### config.mk
export PLATFORM = sky130hd
export DESIGN_NAME = q_bias_stream
export DESIGN_NICKNAME = d
export VERILOG_FILES = /design/src/rtl/q_proj_pkg.sv /design/src/rtl/q_requant_lane.sv /design/src/rtl/q_bias_stream.sv
export SDC_FILE = /design/constraint.sdc
export NUM_CORES = 1
export LEC_CHECK = 0
export BUFFER_PORTS_ARGS = -buffer_cell sky130_fd_sc_hd__buf_4
export CORE_MARGIN = 3
export CORE_UTILIZATION = 49
export CTS_CLUSTER_DIAMETER = 80
export DETAILED_ROUTE_END_ITERATION = 12
export PLACE_DENSITY = 0.8
export SLEW_MARGIN = 20
export SYNTH_ARGS = -nofsm -noshare
export SYNTH_HDL_FRONTEND = slang
export SYNTH_HIERARCHICAL = 1
export SYNTH_SLANG_ARGS = --single-unit
### constraint.sdc
create_clock -name clk -period 2.1 [get_ports clk]
set_input_delay 0.105 -clock clk [delete_from_list [all_inputs] [get_ports clk]]
set_output_delay 0.105 -clock clk [all_outputs]
set_load 0.02 [all_outputs]
### src/rtl/q_proj_pkg.sv
// Shared constants and types for the Q-projection bias datapath.
package q_proj_pkg;

  localparam int LANES      = 4;
  localparam int ACC_W      = 32;
  localparam int BIAS_DEPTH = 128;
  localparam int BIAS_AW    = 7;

  typedef logic signed [ACC_W-1:0] acc_lane_t;

  typedef enum logic [1:0] {
    IDLE  = 2'd0,
    RUN   = 2'd1,
    DRAIN = 2'd2
  } state_e;

endpackage

### src/rtl/q_requant_lane.sv
// One requantization lane: acc + bias + half-LSB rounding, arithmetic right
// shift, then saturation to the signed output range. The sum is carried two
// bits wider than the operands so it can never wrap before saturation.
module q_requant_lane #(
  parameter int ACC_W = 32,
  parameter int OUT_W = 16,
  parameter int SHIFT = 8
) (
  input  logic [ACC_W-1:0] i_acc,
  input  logic [ACC_W-1:0] i_bias,
  output logic [OUT_W-1:0] o_y
);

  localparam int SW = ACC_W + 2;
  localparam logic signed [SW-1:0] RND_C   = SW'(1) << (SHIFT - 1);
  localparam logic signed [SW-1:0] SAT_MAX = SW'((1 << (OUT_W - 1)) - 1);
  localparam logic signed [SW-1:0] SAT_MIN = ~SAT_MAX;

  logic signed [SW-1:0] w_sum;
  logic signed [SW-1:0] w_shr;

  // Widened add with round-half-up, shift, and clamp to the output range.
  always_comb begin
    w_sum = $signed({{2{i_acc[ACC_W-1]}}, i_acc})
          + $signed({{2{i_bias[ACC_W-1]}}, i_bias})
          + RND_C;
    w_shr = w_sum >>> SHIFT;
    if (w_shr > SAT_MAX) begin
      o_y = {1'b0, {(OUT_W-1){1'b1}}};
    end else if (w_shr < SAT_MIN) begin
      o_y = {1'b1, {(OUT_W-1){1'b0}}};
    end else begin
      o_y = w_shr[OUT_W-1:0];
    end
  end

endmodule

### src/rtl/q_bias_stream.sv
// Consumer-side sequencer for the Q-projection bias register file.
// Accepts 4-lane accumulator beats, reads the matching four bias words
// combinationally through a1..a4, requantizes each lane and presents the
// result in a single output register.
//
// Handshakes: a beat moves on either side only in a cycle where valid and
// ready are both high at the rising clock edge. Once valid is raised it stays
// high and its data stays unchanged until the beat is taken; ready may depend
// combinationally on the other side (in_ready follows out_ready).
module q_bias_stream #(
  parameter int NUM_CH = 128,
  parameter int ACC_W  = 32,
  parameter int OUT_W  = 16,
  parameter int SHIFT  = 8,
  parameter int ROW_W  = 10
) (
  input  logic                              clk,
  input  logic                              rst_n,
  input  logic                              start,
  input  logic [ROW_W-1:0]                  num_rows,
  input  logic                              in_valid,
  output logic                              in_ready,
  input  logic [4*ACC_W-1:0]                in_data,
  output logic [q_proj_pkg::BIAS_AW-1:0]    a1,
  output logic [q_proj_pkg::BIAS_AW-1:0]    a2,
  output logic [q_proj_pkg::BIAS_AW-1:0]    a3,
  output logic [q_proj_pkg::BIAS_AW-1:0]    a4,
  input  logic [4*ACC_W-1:0]                bias,
  output logic                              out_valid,
  input  logic                              out_ready,
  output logic [4*OUT_W-1:0]                out_data,
  output logic                              out_last,
  output logic                              busy,
  output logic                              done,
  output q_proj_pkg::state_e                dbg_state
);

  import q_proj_pkg::*;

  localparam logic [BIAS_AW-1:0] LAST_CH = BIAS_AW'(NUM_CH - LANES);
  localparam logic [BIAS_AW-1:0] CH_STEP = BIAS_AW'(LANES);

  state_e              r_state;
  logic [BIAS_AW-1:0]  r_ch_base;
  logic [ROW_W-1:0]    r_row_cnt;
  logic [ROW_W-1:0]    r_num_rows;
  logic                r_out_valid;
  logic                r_out_last;
  logic [4*OUT_W-1:0]  r_out_data;
  logic                r_busy;
  logic                r_done;

  logic                w_accept;
  logic                w_out_fire;
  logic                w_wrap;
  logic                w_last_beat;
  logic [4*OUT_W-1:0]  w_req;

  // Upstream may only push while running and the output slot is free or
  // being emptied this cycle.
  assign in_ready    = (r_state == RUN) && (!r_out_valid || out_ready);
  assign w_accept    = in_valid && in_ready;
  assign w_out_fire  = r_out_valid && out_ready;
  assign w_wrap      = (r_ch_base == LAST_CH);
  assign w_last_beat = w_wrap && (r_row_cnt == (r_num_rows - ROW_W'(1)));

  // Bias addresses follow the registered channel base; parked at 0 when idle.
  assign a1 = r_busy ? r_ch_base                  : '0;
  assign a2 = r_busy ? r_ch_base + BIAS_AW'(1)    : '0;
  assign a3 = r_busy ? r_ch_base + BIAS_AW'(2)    : '0;
  assign a4 = r_busy ? r_ch_base + BIAS_AW'(3)    : '0;

  for (genvar k = 0; k < LANES; k++) begin : g_lane
    q_requant_lane #(
      .ACC_W (ACC_W),
      .OUT_W (OUT_W),
      .SHIFT (SHIFT)
    ) u_lane (
      .i_acc  (in_data[k*ACC_W +: ACC_W]),
      .i_bias (bias[k*ACC_W +: ACC_W]),
      .o_y    (w_req[k*OUT_W +: OUT_W])
    );
  end

  assign out_valid = r_out_valid;
  assign out_data  = r_out_data;
  assign out_last  = r_out_last;
  assign busy      = r_busy;
  assign done      = r_done;
  assign dbg_state = r_state;

  // Job sequencer: row/channel counters, output register and status flags.
  always_ff @(posedge clk or negedge rst_n) begin
    if (!rst_n) begin
      r_state     <= IDLE;
      r_ch_base   <= '0;
      r_row_cnt   <= '0;
      r_num_rows  <= '0;
      r_out_valid <= 1'b0;
      r_out_last  <= 1'b0;
      r_out_data  <= '0;
      r_busy      <= 1'b0;
      r_done      <= 1'b0;
    end else begin
      r_done <= 1'b0;
      case (r_state)
        IDLE: begin
          if (start) begin
            if (num_rows != '0) begin
              r_state    <= RUN;
              r_num_rows <= num_rows;
              r_ch_base  <= '0;
              r_row_cnt  <= '0;
              r_busy     <= 1'b1;
            end else begin
              r_done <= 1'b1;
            end
          end
        end
        RUN: begin
          if (w_accept) begin
            r_out_data  <= w_req;
            r_out_valid <= 1'b1;
            if (w_wrap) begin
              r_ch_base <= '0;
              r_row_cnt <= r_row_cnt + ROW_W'(1);
            end else begin
              r_ch_base <= r_ch_base + CH_STEP;
            end
            if (w_last_beat) begin
              r_out_last <= 1'b1;
              r_state    <= DRAIN;
            end
          end else if (w_out_fire) begin
            r_out_valid <= 1'b0;
          end
        end
        DRAIN: begin
          if (w_out_fire) begin
            r_done      <= 1'b1;
            r_out_valid <= 1'b0;
            r_out_last  <= 1'b0;
            r_busy      <= 1'b0;
            r_state     <= IDLE;
          end
        end
        default: r_state <= IDLE;
      endcase
    end
  end

endmodule

After elaboration in Yosys (flattened, before gate mapping):

Index checks and enable logic that the tools add are counted.

* output and inout port bits: 99
* bits in registers: 97
* bits of input ports: 271
* word-level logic and storage cells: 101

* $lt $le $gt $ge: 8
* mux-type cells: 42
* reduce and logical (&&, ||, !) cells: 18
* $add $sub $neg: 14
* equality and inequality tests: 10

Operators by type and width (count)
* 33-bit by 9-bit adder with 34-bit output (second input constant): 4
* 32-bit by 32-bit adder with 33-bit output: 4
* 16-bit two-way mux: 8
* 26-bit by 16-bit greater-than comparator with 1-bit output (second input constant): 4
* 26-bit by 16-bit less-than comparator with 1-bit output (second input constant): 4
* 7-bit two-way mux: 8
* 10-bit two-way mux: 4
* 10-bit one-hot mux with 2 select lines: 1
* 7-bit by 2-bit adder with 7-bit output (second input constant): 2
* 7-bit one-hot mux with 2 select lines: 1
* 2-bit inequality test (second input constant): 6
* 4-bit AND reduction: 3
* 10-bit by 1-bit adder with 10-bit output (second input constant): 1
* 10-bit equality test: 1
* 1-bit two-way mux: 10
* 2-bit two-way mux: 5
* 5-bit AND reduction: 2
* 10-bit nonzero test: 1
* 10-bit by 1-bit subtractor with 10-bit output (second input constant): 1
* 1-bit one-hot mux with 2 select lines: 4
* 7-bit by 1-bit adder with 7-bit output (second input constant): 1
* 7-bit by 3-bit adder with 7-bit output (second input constant): 1
* 7-bit equality test (second input constant): 1
* 2-bit one-hot mux with 3 select lines: 1
* other kinds (9): 14

Depth between registers and ports, before layout:

* depth in word-level cells: 6
* gate-level depth with buffers: 17
* depth with buffers taken out: 15

By module:

Netlist, hierarchy kept.

By module, submodules not included
* q_requant_lane: sequential area each 0.0 um^2, times used 4, cells an instance 279, area each 2150.8 um^2
* q_bias_stream: sequential area each 2377.3 um^2, times used 1, cells an instance 383, area each 4539.4 um^2

Least setup slack after synthesis:

OpenSTA, ideal clock, no wires.

* kind: input to register
* start point: in in_data[35]
* end point: reg r_out_data[22], in the netlist out_data[22]
* setup slack: -1.261 ns
* arrival time: 3.236 ns
* stages on the path: 15
* path buffers: 2
* setup time: 0.125 ns
* required time: 1.975 ns
* cells stage by stage: ha_1 ha_1 a21o_1 a311oi_2 o31a_2 o211ai_1 or3_1 buf_6 a2111oi_4 nor4_1 nor4_1 a41o_2 buf_12 o31ai_2 mux2_2

* word-level cells in the longest chain between the ends: 5
* elaborated cells between the ends (all ways): 6
* those cells by class: add/sub (2); order compare (2); mux (2)

RTL lines
* start: declaration: RTL line q_bias_stream.sv:23 `input logic [4*ACC_W-1:0] in_data,`
* 32-bit by 32-bit adder with 33-bit output (*): RTL line q_requant_lane.sv:25 `+ $signed({{2{i_bias[ACC_W-1]}}, i_bias})`
* 33-bit by 9-bit adder with 34-bit output (*): RTL line q_requant_lane.sv:26 `+ RND_C;`
* 26-bit by 16-bit less-than comparator with 1-bit output: RTL line q_requant_lane.sv:30 `end else if (w_shr < SAT_MIN) begin`
* 16-bit two-way mux: RTL line q_requant_lane.sv:30
* 16-bit two-way mux (*): RTL line q_requant_lane.sv:28 `if (w_shr > SAT_MAX) begin`
* net w_req[22]: RTL line q_bias_stream.sv:57 `logic [4*OUT_W-1:0] w_req;`
* end signal: assignment: RTL line q_bias_stream.sv:122 `r_out_data <= w_req;`
* end: declaration: RTL line q_bias_stream.sv:49 `logic [4*OUT_W-1:0] r_out_data;`

Mark *: on every way through the listed nets, which the timed path passes. The rest lies on a longest branch.
A chain may end at the register's enable or synchronous reset.

Final worst setup path:

* start point: in in_data[51]
* end point: reg r_out_data[16], in the netlist out_data[16]

The elaborated chain is that of the path after synthesis.

==> results.py <==
metrics = {
    "outcome": {
        "status": "finished with violations",
        "violations": "negative setup slack",
    },
    "critical_path": {
        "crit_required_ps": 2330,
        "r2r_slack_ps": -10,
        "path_class": "primary input to register",
        "crit_fanout": 8,
        "arrival_ps": 3410,
        "worst_setup_path_start_kind": "primary input",
        "critPathCaptureType": "register",
    },
    "floorplanning": {
        "io_pins": 370,
        "die_w_um": 170,
        "die_y_um": 170,
        "start_util": 0.502,
        "die-area_um2": 28800,
        "rows": 59,
        "core-area_um2": 26200,
    },
    "timing": {
        "final_max_slew_viol_count": 0,
        "finalSetupViolCount": 67,
        "clock_skew_ps": 10.4,
        "whs_ps": 20.7,
        "grt_setup_unrepaired": "yes",
        "fin_ws_ps": -1080,
        "max_freq_mhz": 314,
        "worstMarginPinSlew_ps": 706,
        "timing.slew.headroom": 0.525,
        "fin_crit_sh": 1.51,
        "fin_crit_ps": 3180,
        "finalHoldViolCount": 0,
    },
    "cts": {
        "cts_tree": "done",
        "clock_sinks": 95,
        "numCtsBuffers": 9,
        "clk_pin_slew_worst_paths_ps": 70,
        "cts_max_level": 3,
        "cts_root_buf": "clkbuf_16",
        "clock_latency_ps": 350,
        "clk_path_buf_depth": 2,
    },
    "power": {
        "vdd_drop_max_mv": 0.729,
        "p_total_mw": 17.3,
        "powerDensity_nw_per_um2": 779,
        "p_leak_nw": 9.87,
    },
    "detailed_routing": {
        "wl_um": 54500,
        "vias": 15455,
        "drtAntennaViolNets": 0,
        "via_per_inst": 6.17,
        "drc": 0,
        "wire_per_inst_um": 21.8,
        "initialDrtViolationCount": 1022,
        "firstDrtPassIters": 6,
    },
    "layout": {
        "drive_gt1_frac": 0.554,
        "fin_nets": 2688,
        "multiInputGateArea_um2": 13200,
        "nFillCells": 1330,
        "antenna_cells": 0,
        "syn2layout_area_growth_pct": 68.6,
        "final_cell_mix": "buf_4 (663), ha_4 (139), nand2_1 (102)",
        "final_common_cell": "buf_4",
        "final_area_um2": 22200,
        "seqCellArea_um2": 2380,
    },
    "yosys": {
        "synth_ff_type": "dfrtp_1",
        "synth_cells": 1499,
        "synthArstFlopShare": 1.00,
        "synth_area_um2": 13100,
        "yosysSeqAreaShare": 0.181,
        "ys_warn_count": 6,
        "avgSynthCellArea_um2": 8.77,
        "synth-edff-count": 0,
        "ys_seq_elements": 95,
        "ys_types": 76,
    },
    "grt": {
        "grtUsageTotal": 0.311,
        "grt_start_max_net_pins": 53,
        "antenna_found_initial": 0,
        "grt_pass1_vias": 15062,
        "grt_overflow": 0,
        "grt_pass1_wl_um": 73900,
    },
    "place": {
        "dpl-instance-area_um2": 18900,
        "post-dp-hpwl_um": 35500,
        "gp_congestion": 0.943,
        "pre_cts_ws_ps": -1530,
        "portBuffers": 365,
    },
    "worst_hold_path": {
        "min_path_type": "primary input to register",
    },
    "job": {
        "maxCapViolations": 0,
    },
}
kinds of logic after synthesis:
kind of cell	Yosys count	synth area share
muxes	78	0.0665
adders and majority gates	254	0.242
other	1	0.000285
DFF	95	0.181
buffers and inverters	115	0.0479
xor gates and xnor gates	93	0.0630
AOI/OAI and AO/OA	425	0.226
and+or+nand+nor	438	0.174
critical path, stage by stage:
cell,delay (ps)
buf_4,130
ha_4,230
ha_4,270
nand4_1,140
buf_4,190
nor3_1,250
a211o_1,290
o2111a_2,330
o21a_1,220
o22ai_1,110
nor4_1,330
a41o_2,310
buf_12,150
o21ai_2,70
mux2_4,270
cells in the mapped netlist (34+ instances only):
cell type | n | area [um^2]
a21o_1 | 37 | 278
a21oi_1 | 109 | 546
dfrtp_1 | 95 | 2380
ha_1 | 254 | 3180
inv_1 | 42 | 158
mux2_2 | 74 | 833
nand2_1 | 111 | 417
nand3_1 | 36 | 180
nand4_1 | 34 | 213
nor2_1 | 91 | 342
o21ai_0 | 72 | 360
o21ai_2 | 36 | 315
xnor2_1 | 41 | 359
xor2_1 | 51 | 447
layer usage:
metal  routed length, um  track usage
met2               27000        0.564
met5                   0            0
met4                3390        0.141
met3                3540       0.0459
met1               20500        0.361
where the power goes:
group	internal [mW]	switching [mW]	total [mW]	leakage, nW
combinational	6.11	6.02	12.1	8.61
sequential	2.63	0.836	3.46	1.12
clock	0.930	0.727	1.66	0.143
timing repair:
| item | 4_1_cts | 5_1_grt |
|---|---|---|
| resized for setup | 186 | 201 |
| pin swaps | 70 | 119 |
| buffers inserted | 14 | 27 |
| hold buffers | 8 | 0 |
| endpoints found under the setup margin | 65 | 78 |
| hold endpoints to repair | 50 | 0 |
| gates cloned | 0 | 6 |
final cells by class:
cell class	instances	share of cell area
Multi-Input combinational cell	1292	0.593
Timing Repair Buffer	723	0.260
Sequential cell	95	0.107
Tap cell	335	0.0189
Clock buffer	10	0.0103
Inverter	42	0.00711
Clock inverter	6	0.00310
stage by stage:
stage | util | TNS [ps] | instances
global route | 0.846 | -68450 | 2503
detailed placement | 0.722 | -90360 | 2433
finish | 0.846 | -62390 | 2503
CTS | 0.793 | -55950 | 2471
global placement | 0.722 | -86350 | 2433
floorplan | - | -59480 | 1502
final timing paths:
| check | start | to | cells past startpoint |
|---|---|---|---|
| max reg2reg | dbg_state[1]$_DFFE_PN0P_ | out_data[1]$_DFFE_PN0P_ | 5 |
| max in group asynchronous | rst_n | out_data[4]$_DFFE_PN0P_ | 3 |
| max | in_data[51] | out_data[16]$_DFFE_PN0P_ | 15 |
| min in group asynchronous | rst_n | out_data[31]$_DFFE_PN0P_ | 2 |
| min reg2reg | out_data[62]$_DFFE_PN0P_ | out_data[62]$_DFFE_PN0P_ | 1 |
| min | num_rows[2] | r_num_rows[2]$_DFFE_PN0P_ | 2 |
state kept, by name, indices dropped and copies added, names as in the netlist:
signal      cells
out_last        1
busy            1
r_num_rows     10
out_data       64
done            1
r_row_cnt      10
dbg_state       2
r_ch_base       5
out_valid       1
Note: power is estimated with default switching activity, not from simulation.
